## config.mk

```make
export PLATFORM = sky130hd
export DESIGN_NAME = svga_sync
export DESIGN_NICKNAME = d
export VERILOG_FILES = /design/src/rtl/svga_sync.sv
export SDC_FILE = /design/constraint.sdc
export NUM_CORES = 1
export LEC_CHECK = 0
export BUFFER_PORTS_ARGS = -buffer_cell sky130_fd_sc_hd__buf_2
export CAP_MARGIN = 15
export CORE_MARGIN = 2
export CORE_UTILIZATION = 49
export DETAILED_ROUTE_END_ITERATION = 10
export PLACE_DENSITY = 0.75
export RECOVER_POWER = 25
export SETUP_SLACK_MARGIN = 0.05
export SLEW_MARGIN = 20
export SYNTH_ARGS = -nofsm -noshare
export SYNTH_HDL_FRONTEND = slang
export SYNTH_SLANG_ARGS = --single-unit
```

## constraint.sdc

```tcl
create_clock -name clock -period 1.5 [get_ports clock]
set_input_delay 0.3 -clock clock [delete_from_list [all_inputs] [get_ports clock]]
set_output_delay 0.3 -clock clock [all_outputs]
set_load 0.02 [all_outputs]
```

## src/rtl/svga_sync.sv

```systemverilog
// -----------------------------------------------------------------------------
// svga_sync
// Raster timing generator for an 800x600 @ 72 Hz SVGA display running at one
// pixel per 50 MHz clock. A horizontal pixel counter and a vertical line
// counter are kept in registers; every output is a zero-latency decode of
// those two counters, so hsync, vsync, video_enable and the coordinates all
// describe the same pixel in the same cycle.
//
// Ports:
//   clock        in   1   pixel clock, rising edge
//   reset        in   1   asynchronous, active-high; clears both counters
//   hsync        out  1   horizontal sync (HSYNC_POL while asserted)
//   vsync        out  1   vertical sync   (VSYNC_POL while asserted)
//   video_enable out  1   high while the current pixel is in the visible area
//   pixel_x      out  11  current horizontal position, 0..H_TOTAL-1
//   pixel_y      out  10  current vertical position,   0..V_TOTAL-1
// -----------------------------------------------------------------------------
module svga_sync #(
   parameter int   H_ACTIVE  = 800,
   parameter int   H_FP      = 56,
   parameter int   H_SYNC    = 120,
   parameter int   H_BP      = 64,
   parameter int   V_ACTIVE  = 600,
   parameter int   V_FP      = 37,
   parameter int   V_SYNC    = 6,
   parameter int   V_BP      = 23,
   parameter logic HSYNC_POL = 1'b1,
   parameter logic VSYNC_POL = 1'b1
) (
   input  logic        clock,
   input  logic        reset,
   output logic        hsync,
   output logic        vsync,
   output logic        video_enable,
   output logic [10:0] pixel_x,
   output logic [9:0]  pixel_y
);

   localparam int H_TOTAL = H_ACTIVE + H_FP + H_SYNC + H_BP;
   localparam int V_TOTAL = V_ACTIVE + V_FP + V_SYNC + V_BP;

   localparam logic [10:0] H_LAST     = 11'(H_TOTAL - 1);
   localparam logic [10:0] H_ACT_END  = 11'(H_ACTIVE);
   localparam logic [10:0] HS_START   = 11'(H_ACTIVE + H_FP);
   localparam logic [10:0] HS_END     = 11'(H_ACTIVE + H_FP + H_SYNC);
   localparam logic [9:0]  V_LAST     = 10'(V_TOTAL - 1);
   localparam logic [9:0]  V_ACT_END  = 10'(V_ACTIVE);
   localparam logic [9:0]  VS_START   = 10'(V_ACTIVE + V_FP);
   localparam logic [9:0]  VS_END     = 10'(V_ACTIVE + V_FP + V_SYNC);

   logic [10:0] h_cnt_q, h_cnt_d;
   logic [9:0]  v_cnt_q, v_cnt_d;
   logic        hs_window_s;
   logic        vs_window_s;

   // Next-state logic for the pixel and line counters.
   // The wrap tests use >= rather than == so that a counter corrupted past its
   // last legal value is pulled straight back to 0 instead of running away;
   // for every legal count the behaviour is identical to an equality wrap.
   always_comb begin
      h_cnt_d = h_cnt_q + 11'd1;
      v_cnt_d = v_cnt_q;
      if (h_cnt_q >= H_LAST) begin
         h_cnt_d = 11'd0;
         if (v_cnt_q >= V_LAST) begin
            v_cnt_d = 10'd0;
         end else begin
            v_cnt_d = v_cnt_q + 10'd1;
         end
      end else begin
         v_cnt_d = v_cnt_q;
      end
   end

   // Counter registers with asynchronous clear.
   always_ff @(posedge clock or posedge reset) begin
      if (reset) begin
         h_cnt_q <= 11'd0;
         v_cnt_q <= 10'd0;
      end else begin
         h_cnt_q <= h_cnt_d;
         v_cnt_q <= v_cnt_d;
      end
   end

   // Zero-latency output decode of the current counter values.
   always_comb begin
      hs_window_s  = (h_cnt_q >= HS_START) && (h_cnt_q < HS_END);
      vs_window_s  = (v_cnt_q >= VS_START) && (v_cnt_q < VS_END);
      hsync        = hs_window_s ? HSYNC_POL : ~HSYNC_POL;
      vsync        = vs_window_s ? VSYNC_POL : ~VSYNC_POL;
      video_enable = (h_cnt_q < H_ACT_END) && (v_cnt_q < V_ACT_END);
      pixel_x      = h_cnt_q;
      pixel_y      = v_cnt_q;
   end

endmodule

```

==> results.md <==
* Outcome: complete, but fails checks
* Failing checks: negative setup slack
* Power Internal at 0.6700 mW
* Met3 wire length at 473 um
* Core ar. at 0.002522 sq mm
* Starting density of the core at 52.53%
* Initial antenna violation count at 0
* Total of max-cap violations at 0
* Vias in the first global route at 1366
* Post-DP HPWL at 2.565 mm
* Critical path fanouts, max at 3
* Final wirelength at 5.279 mm
* Max frequency at 473.6 MHz
* Final Max Slew Viols at 0
* Share of flip-flops with an asynchronous set or reset at 100.0%
* Sequential area share after synthesis at 39.66%
* Syn Inst Count at 143
* First-pass GRT wire length at 6.658 mm
* Drt first pass iters at 4
* CTS tree: done
* Worst-path clk slew at 140 ps
* Flop2flop setup slack at -320 ps
* Clock root buffer: clkbuf_4
* Largest net degree at the start of global routing at 22
* Synthesized area per cell at 9.266 sq um
* Crit. End Element: output port
* Num ports at 26
* Logic gate share of total power at 1.8%
* Gr usage total at 27.34%
* Die area at 0.003136 sq mm
* Tmin final at 2112 ps
* Sequential fraction of design power at 63.3%
* Finish-stage setup viols at 15
* Setup WS pre-CTS at -310.9 ps
* Worst hold path class: in -> async
* Clock Power Share at 34.9%
* Post-synth EDFFs at 0
* H-tree depth at 1
* Sw Pwr at 0.2248 mW
* Antenna diodes at 0
* Total CTS buffers at 3
* Pleak at 1.010 nW
* Startpoint types: register
* Overflow left after global routing at 0
* Top FF cell, synth: dfrtp_1
* Pwr Density at 408.0 mW/mm^2
* CTS Buffer Depth at 2
* Flops & latches, synth at 21
* Synth top area cells: dfrtp_1, ha_1, o211ai_1
* Die height at 56 um
* Share of the synthesized area in the top cell type at 39.66%
* Post-synthesis instance area at 0.001325 sq mm
* WS Path Type: reg -> out
* Unrepaired setup endpoints after global routing: true
* Met1 Wirelength at 1.971 mm
* Synth Net Count at 150
* Final worst slack at -611.6 ps
* Num rows at 18
* R2R cell count at 9
* Synth unique cells at 41
* Post-synth top area cell: dfrtp_1
* Vias per cell at 6.336
* WL per Instance at 21.37 um
* Slew headroom at 61.22%
* Syn-to-layout area delta at 65.53%
* Post-Route Skew at 6.008 ps
* Final Wtd Congestion at 0.8859
* Post-route ant nets at 0
* Die W at 56 um
* Critical Path RT at 1200 ps
* Layout net count at 225
* Worst Tran Pin Value at 581.7 ps
* Initial DRC count at 159
* Arrival time at the worst endpoint at 1810 ps
* Peak supply drop at 0.5270 mV
* Fin crit share at 140.8%
* YS warnings at 0
* Final hold vios at 0
* DR top layer: met4
* CTS sink count at 21
* I/O Buffers at 25
* Met2 wire len at 2.468 mm
* Setup tns final at -3799 ps
* Sw Ratio at 25.12%
* Via count at 1565
* Drt drc at 0
* Worst-skew pair later-pin latency at 330 ps
* Fraction of layout cells with a size suffix above 1 at 60.37%
[power groups by stage]
stage	sequential, mW	combinational [mW]	clock, mW
finish	0.566	0.0164	0.312
global route	0.566	0.0189	0.335
CTS	0.566	0.0172	0.300
detailed placement	0.577	0.0153	0
global placement	0.577	0.0149	0
floorplan	0.577	0.00845	0
[final timing paths]
| check | startpoint | end |
|---|---|---|
| max | pixel_y[1] | vsync |
| min | reset | pixel_x[2] |
| max reg2reg | pixel_y[1] | pixel_y[6] |
| min reg2reg | pixel_x[0] | pixel_x[0] |
| max in group asynchronous | reset | pixel_y[0] |
| min in group clock | pixel_x[0] | pixel_x[0] |
[through the flow]
stage / hold WS, ps / instances / power [mW] / area [sq um] / util [%]
global placement: 339.6 / 221 / 0.5916 / 1754 / 69.54
CTS: 543.0 / 238 / 0.8828 / 1994 / 79.07
floorplan: 276.1 / 143 / 0.5852 / 1415 / -
finish: 637.6 / 247 / 0.8948 / 2193 / 86.95
detailed placement: 349.3 / 221 / 0.5920 / 1754 / 69.54
global route: 658.8 / 247 / 0.9204 / 2193 / 86.95
[routing by layer]
layer  track usage, %  vias up
li1                 -      668
met1            36.34      738
met2            44.03      121
met3            4.186       38
met4            11.56        0
met5                0        -
[critical path, cell delays in order (launching register included)]
cell and delay (ps):
dfrtp_2 460, inv_4 100, ha_4 140, o21ai_1 60, or4_4 440, a21oi_4 150
buf_6 130
[registers in the layout, summed over array words and instances, names as in the netlist]
| signal | cells |
|---|---|
| pixel_x | 11 |
| pixel_y | 10 |
[repair_timing]
action                                 4_1_cts  5_1_grt
setup buffers                               12        8
pin swaps                                   15       14
resized for setup                           29       31
gates cloned                                 0        1
endpoints found under the hold margin       21        0
hold buffers                                 1        0
setup endpoints to repair                   23       28
[cell usage in the layout, fill, tap and decap left out, types with 3 or more instances in the layout]
cell	n
nand3_1	6
buf_6	17
nor2_1	8
o21ai_1	3
nand4_1	7
clkbuf_4	3
buf_2	20
o2bb2ai_2	3
dfrtp_2	9
inv_1	7
a21oi_2	3
o211ai_1	7
dfrtp_1	12
nor2_2	5
a21oi_4	3
nand2_1	10
ha_4	3
inv_2	3
buf_4	36
xor2_1	6
[cells in the mapped netlist, types with 2 or more instances]
master     instances
dfrtp_1           21
nor2_1            13
inv_1             11
nand2_1           11
nand3_1            7
nand4_1            7
o211ai_1           7
o21ai_0            6
xor2_1             6
a21oi_1            5
ha_1               5
nor3_1             4
buf_2              3
o2bb2ai_1          3
and2_1             2
and3_1             2
buf_6              2
nand2b_1           2
nor3_2             2
nor4_1             2
xnor2_1            2
[layout make-up]
cell class / instances / area, sq um
Multi-Input combinational cell: 104 / 930.9
Timing Repair Buffer: 77 / 616.8
Sequential cell: 21 / 536.8
Fill cell: 119 / 329.1
Inverter: 11 / 43.79
Tap cell: 30 / 37.54
Clock buffer: 3 / 22.52
Clock inverter: 1 / 5.005
[kinds of logic after synthesis]
kind of cell    Yosys count  share of synthesized area [%]
compound gates           29                          17.38
mux                       1                         0.7555
xor+xnor                  8                          5.288
fa+ha+maj                 5                          4.721
flops                    21                          39.66
simple gates             61                          25.59
buf+inv                  18                          6.609
(Power assumes the default switching activity.)
